==> src/rtl/game_pkg.sv <==
`default_nettype none
// ============================================================================
// game_pkg : shared game-flow state encoding and HID keycode constants
// Rev 1.0  : initial release
// ============================================================================
package game_pkg;

  typedef enum logic [2:0] {
    ST_IDLE  = 3'd0,
    ST_PLAY  = 3'd1,
    ST_PAUSE = 3'd2,
    ST_DYING = 3'd3,
    ST_CLEAR = 3'd4,
    ST_WIN   = 3'd5,
    ST_LOSE  = 3'd6
  } game_state_e;

  localparam logic [7:0] KEY_START   = 8'd44;
  localparam logic [7:0] KEY_RESTART = 8'd40;
  localparam logic [7:0] KEY_PAUSE   = 8'd19;

endpackage
`default_nettype wire

==> src/rtl/key_edge_detect.sv <==
`default_nettype none
// ============================================================================
// key_edge_detect : one-cycle press pulse when keycode changes to KEY_CODE
// Rev 1.0  : initial release
// ============================================================================
module key_edge_detect #(
  parameter logic [7:0] KEY_CODE = 8'd0
) (
  input  logic       clock,
  input  logic       reset,
  input  logic [7:0] keycode,
  output logic       press_o
);

  logic [7:0] prev_q;

  always_ff @(posedge clock) begin
    if (reset) begin
      prev_q <= 8'd0;
    end else begin
      prev_q <= keycode;
    end
  end

  // A held key keeps prev_q equal to keycode, so it never retriggers.
  assign press_o = (keycode == KEY_CODE) && (prev_q != keycode);

endmodule
`default_nettype wire

==> src/rtl/game_flow_ctrl.sv <==
`default_nettype none
// ============================================================================
// game_flow_ctrl : top-level game flow FSM (idle/play/dying/clear/win/lose)
// Optional pause state compiled in with macro GAME_PAUSE_EN.
// Rev 1.0  : initial release
// ============================================================================
module game_flow_ctrl
  import game_pkg::*;
#(
  parameter int NUM_LEVELS   = 4,
  parameter int LIVES_INIT   = 3,
  parameter int DEATH_FRAMES = 90,
  parameter int CLEAR_FRAMES = 120
) (
  input  logic       clock,
  input  logic       reset,
  input  logic       frame_tick,
  input  logic [7:0] keycode,
  input  logic       player_hit,
  input  logic       burger_done,
  output logic       game_idle,
  output logic       game_play,
  output logic       game_pause,
  output logic       game_dying,
  output logic       game_clear,
  output logic       game_win,
  output logic       game_lose,
  output logic [((NUM_LEVELS > 1) ? $clog2(NUM_LEVELS) : 1)-1:0] level,
  output logic [3:0] lives,
  output logic       level_load,
  output logic       respawn
);

  localparam int LVL_W   = (NUM_LEVELS > 1) ? $clog2(NUM_LEVELS) : 1;
  localparam int FRM_MAX = (DEATH_FRAMES > CLEAR_FRAMES) ? DEATH_FRAMES : CLEAR_FRAMES;
  localparam int CNT_W   = $clog2(FRM_MAX + 1);
  localparam logic [CNT_W-1:0] DEATH_LAST  = CNT_W'(DEATH_FRAMES - 1);
  localparam logic [CNT_W-1:0] CLEAR_LAST  = CNT_W'(CLEAR_FRAMES - 1);
  localparam logic [LVL_W-1:0] LEVEL_LAST  = LVL_W'(NUM_LEVELS - 1);
  localparam logic [3:0]       LIVES_START = 4'(LIVES_INIT);

  game_state_e      state_q, state_d;
  logic [CNT_W-1:0] cnt_q, cnt_d;
  logic [LVL_W-1:0] level_q, level_d;
  logic [3:0]       lives_q, lives_d;
  logic             load_q, load_d, resp_q, resp_d;
  logic             idle_q, play_q, dying_q, clear_q, win_q, lose_q;
  logic             start_press, restart_press;

  key_edge_detect #(.KEY_CODE(KEY_START)) u_key_start (
    .clock(clock), .reset(reset), .keycode(keycode), .press_o(start_press)
  );
  key_edge_detect #(.KEY_CODE(KEY_RESTART)) u_key_restart (
    .clock(clock), .reset(reset), .keycode(keycode), .press_o(restart_press)
  );

`ifdef GAME_PAUSE_EN
  logic pause_press, pause_q;

  key_edge_detect #(.KEY_CODE(KEY_PAUSE)) u_key_pause (
    .clock(clock), .reset(reset), .keycode(keycode), .press_o(pause_press)
  );

  always_ff @(posedge clock) begin
    if (reset) pause_q <= 1'b0;
    else       pause_q <= (state_d == ST_PAUSE);
  end
  assign game_pause = pause_q;
`else
  assign game_pause = 1'b0;
`endif

  always_comb begin
    state_d = state_q;
    cnt_d   = cnt_q;
    level_d = level_q;
    lives_d = lives_q;
    load_d  = 1'b0;
    resp_d  = 1'b0;
    case (state_q)
      ST_IDLE: begin
        if (start_press) begin
          state_d = ST_PLAY;
          level_d = '0;
          lives_d = LIVES_START;
          load_d  = 1'b1;
        end
      end
      ST_PLAY: begin
        // Holding the counter at zero here makes every DYING/CLEAR entry start fresh.
        cnt_d = '0;
        if (burger_done)     state_d = ST_CLEAR;
        else if (player_hit) state_d = ST_DYING;
`ifdef GAME_PAUSE_EN
        else if (pause_press) state_d = ST_PAUSE;
`endif
      end
`ifdef GAME_PAUSE_EN
      ST_PAUSE: begin
        if (pause_press) state_d = ST_PLAY;
      end
`endif
      ST_DYING: begin
        if (frame_tick) begin
          if (cnt_q == DEATH_LAST) begin
            if (lives_q != 4'd0) lives_d = lives_q - 4'd1;
            if (lives_q <= 4'd1) begin
              state_d = ST_LOSE;
            end else begin
              state_d = ST_PLAY;
              resp_d  = 1'b1;
            end
          end else begin
            cnt_d = cnt_q + 1'b1;
          end
        end
      end
      ST_CLEAR: begin
        if (frame_tick) begin
          if (cnt_q == CLEAR_LAST) begin
            if (level_q == LEVEL_LAST) begin
              state_d = ST_WIN;
            end else begin
              state_d = ST_PLAY;
              level_d = level_q + 1'b1;
              load_d  = 1'b1;
            end
          end else begin
            cnt_d = cnt_q + 1'b1;
          end
        end
      end
      ST_WIN, ST_LOSE: begin
        if (restart_press) state_d = ST_IDLE;
      end
      default: state_d = ST_IDLE;
    endcase
  end

  // Flags are registered from the next state so they change with the transition edge.
  always_ff @(posedge clock) begin
    if (reset) begin
      state_q <= ST_IDLE;
      cnt_q   <= '0;
      level_q <= '0;
      lives_q <= 4'd0;
      load_q  <= 1'b0;
      resp_q  <= 1'b0;
      idle_q  <= 1'b1;
      play_q  <= 1'b0;
      dying_q <= 1'b0;
      clear_q <= 1'b0;
      win_q   <= 1'b0;
      lose_q  <= 1'b0;
    end else begin
      state_q <= state_d;
      cnt_q   <= cnt_d;
      level_q <= level_d;
      lives_q <= lives_d;
      load_q  <= load_d;
      resp_q  <= resp_d;
      idle_q  <= (state_d == ST_IDLE);
      play_q  <= (state_d == ST_PLAY);
      dying_q <= (state_d == ST_DYING);
      clear_q <= (state_d == ST_CLEAR);
      win_q   <= (state_d == ST_WIN);
      lose_q  <= (state_d == ST_LOSE);
    end
  end

  assign game_idle  = idle_q;
  assign game_play  = play_q;
  assign game_dying = dying_q;
  assign game_clear = clear_q;
  assign game_win   = win_q;
  assign game_lose  = lose_q;
  assign level      = level_q;
  assign lives      = lives_q;
  assign level_load = load_q;
  assign respawn    = resp_q;

endmodule
`default_nettype wire

==> config.mk <==
export PLATFORM = sky130hd
export DESIGN_NAME = game_flow_ctrl
export DESIGN_NICKNAME = d
export VERILOG_FILES = /design/src/rtl/game_pkg.sv /design/src/rtl/key_edge_detect.sv /design/src/rtl/game_flow_ctrl.sv
export SDC_FILE = /design/constraint.sdc
export NUM_CORES = 1
export LEC_CHECK = 0
export CORE_MARGIN = 2
export CORE_UTILIZATION = 51
export DETAILED_ROUTE_END_ITERATION = 12
export PLACE_DENSITY = 0.76
export SYNTH_ARGS = -nofsm -noshare
export SYNTH_HDL_FRONTEND = slang
export SYNTH_SLANG_ARGS = --single-unit
==> constraint.sdc <==
create_clock -name clock -period 2.55 [get_ports clock]
set_input_delay 0.51 -clock clock [delete_from_list [all_inputs] [get_ports clock]]
set_output_delay 0.51 -clock clock [all_outputs]
set_load 0.01 [all_outputs]
==> flow_summary.yaml <==
placement:
  pre_cts_slack_ps: -0.147
  place_congestion: 0.887
  numPortBuffers: 26
  dp_hpwl_um: 2320
routing:
  routedWlPerCell_um: 12.9
  drc_errors: 1
  viasPerCell: 5.26
  drt.antenna.violating_nets: 0
  drtIter0Drc: 20
  dr.pass1.iters: 8
  vias: 1247
  wl_um: 3070
logic_synthesis:
  synth_cell_types: 44
  ys_seq_area_share_pct: 41.6
  synth_edf_count: 0
  synth_area_per_cell_um2: 9.23
  ys_ff_latch: 32
  postSynth.asyncResetShare_pct: 0
  netlist_area_um2: 1540
  ys_dominant_reg_cell: "dfxtp_1"
  syn_nets: 186
  ys_warn_count: 0
  syn_inst: 167
sta:
  layout_min_cycle_time_ps: 2180
  layout_setup_ws_ps: 368
  max_clock_freq_ghz: 0.458
  skew_ps: 13.4
  slew-limit-headroom_pct: 61.6
  fin_hold_ws_ps: 553
  slew_violations: 0
  timing.final.crit_share_pct: 85.6
  hold_viol: 0
  finalSetupViolCount: 0
  worst_pin_slew_ps: 575
  rsz0062_at_grt: "no"
die:
  coreArea_um2: 2810
  ios: 28
  chipHeight_um: 59.0
  start_util_pct: 55.0
  fp.dieW_um: 59.0
  design.die.area_um2: 3480
  rows: 19
min_path:
  hold_class: "reg -> reg"
global_route:
  grt_pass1_vias: 1207
  grt_overflow: 0
  grt_pass1_wl_um: 5180
  antenna_found_initial: 0
  grt_max_degree: 21
  grt_usage_pct: 19.8
critical_path:
  critPathKind: "in -> reg"
  cp_slowest_cell: "or4b_4"
  crit_path_max_incr_delay_ps: 560
  end_kind: "register"
  cp_cell_sequence: "clkdlybuf4s50_1 > or4b_4 > nor4_4 > o21ai_2 > a311oi_4 > and3b_1"
  arrival_ps: 2420
  cp.required_ps: 2790
  crit_fanout: 5
  critical_path.top_delay_family: "simple AND/OR/NAND/NOR gates"
  crit_buf_inv: 1
  critPathLaunchType: "primary input"
clock_tree:
  cts_resized: 0
  cts-buffers-inserted: 5
  cts_hold_buf: 0
  cts_setup_buffers: 0
  cts.clk_slew.worst_paths_ps: 90
  cts-root-buf: "clkbuf_4"
  clock_sinks: 32
  clockBufferDepth: 2
  clkLatencyLatePin_ps: 340
  cts-htree-levels: 2
  cts_tree: "built"
status:
  status: "finished, violations left"
  violations: "design-rule violations"
finish:
  layout.nets: 224
  drive_gt1_share_pct: 15.5
  multiInputGateArea_um2: 845
  utilization_pct: 70.9
  seq_area_um2: 641
  insertedDiodeCount: 0
  layout_commonest_cell: "dfxtp_1"
  fillers: 223
  syn2layout_area_growth_pct: 29.0
  mostFrequentLayoutCells: "32 x dfxtp_1, 26 x clkdlybuf4s50_1, 20 x nor2_1"
power:
  finalPower_mw: 1.01
  pwr_density_cell_nw_per_um2: 508
  leakage_nw: 0.773
  ir_worst_vdd_uv: 304
flow_run:
  drv_cap: 0
Yosys cell counts, types with 2 or more instances:
master | count | area share (%)
dfxtp_1 | 32 | 42
nor2_1 | 20 | 4.9
inv_1 | 9 | 2.2
nor2b_1 | 9 | 3.7
xnor2_1 | 9 | 5.1
nand2_1 | 8 | 1.9
nor3_1 | 8 | 2.6
xor2_1 | 7 | 4.0
ha_1 | 6 | 4.9
or2_2 | 5 | 2.0
clkbuf_1 | 4 | 0.97
o21ai_0 | 4 | 1.3
a211oi_1 | 3 | 1.5
a21oi_1 | 3 | 0.97
nand2b_1 | 3 | 1.2
nand4_1 | 3 | 1.2
a21oi_2 | 2 | 1.1
and2_1 | 2 | 0.81
and3_1 | 2 | 0.81
nor3b_1 | 2 | 0.97
o2111ai_1 | 2 | 1.1
o211ai_1 | 2 | 0.97
state kept, by name (all words and copies together) (netlist names):
signal / cells
state_q: 3
game_idle: 1
u_key_restart.prev_q: 8
level_load: 1
game_clear: 1
game_lose: 1
cnt_q: 7
game_dying: 1
game_play: 1
lives: 4
level: 2
game_win: 1
respawn: 1
kinds of logic (layout without fill, tap and decap cells):
group / count (synthesis) / count (layout) / synth area share, %
xor+xnor: 16 / 16 / 9.09
compound gates: 26 / 26 / 13.6
mux: 2 / 2 / 1.38
other cells: 1 / 1 / 0.243
flops: 32 / 32 / 41.6
simple gates: 70 / 70 / 25.6
buf+inv: 14 / 53 / 3.65
fa+ha+maj: 6 / 6 / 4.87
metrics by stage:
step	cells	area [µm²]	TNS, ps
6_report	237	1990	0
5_1_grt	237	1990	0
4_1_cts	237	1990	0
3_5_place_dp	229	1890	-0.147
3_3_place_gp	229	1890	0
2_1_floorplan	167	1540	0
worst paths after layout:
check | startpoint | slack [ps] | to | cells past startpoint
setup / recovery | keycode[0] | 370 | game_win | 6
hold / removal | cnt_q[6] | 550 | cnt_q[6] | 2
setup reg to reg | cnt_q[1] | 430 | cnt_q[5] | 8
hold reg to reg | cnt_q[6] | 550 | cnt_q[6] | 2
power by group:
group	switching (mW)	internal [mW]
sequential	0.00363	0.507
clock	0.171	0.260
combinational	0.0286	0.0409
total	0.203	0.808
worst reg2reg max path, cell delays in order (launching register included):
cell and delay [ps]:
dfxtp_1 380, inv_1 60, ha_1 170, and4bb_2 250, a31o_2 240, a21oi_1 200, o2111ai_1 180, nor2_1 180
mux2_2 350
per-layer routing:
metal	share of wire (%)	wire length [µm]	GRT usage [%]	up-vias
met5	0	0	0	-
met3	4.3	131	5.02	8
met4	2.4	75	9.74	0
met1	47	1440	24.7	564
met2	46	1420	31.9	25
li1	-	-	-	650
final cells by class:
cell class                 instances  share of cell area, %
multi-input combinational        121                   42.5
sequential                        32                   32.2
timing repair buffer              36                   16.9
clock buffer                       7                   3.27
tap                               31                   1.95
inverter                           9                   1.70
clock inverter                     1                   1.51
No activity file was read; power rests on OpenSTA's default activity.
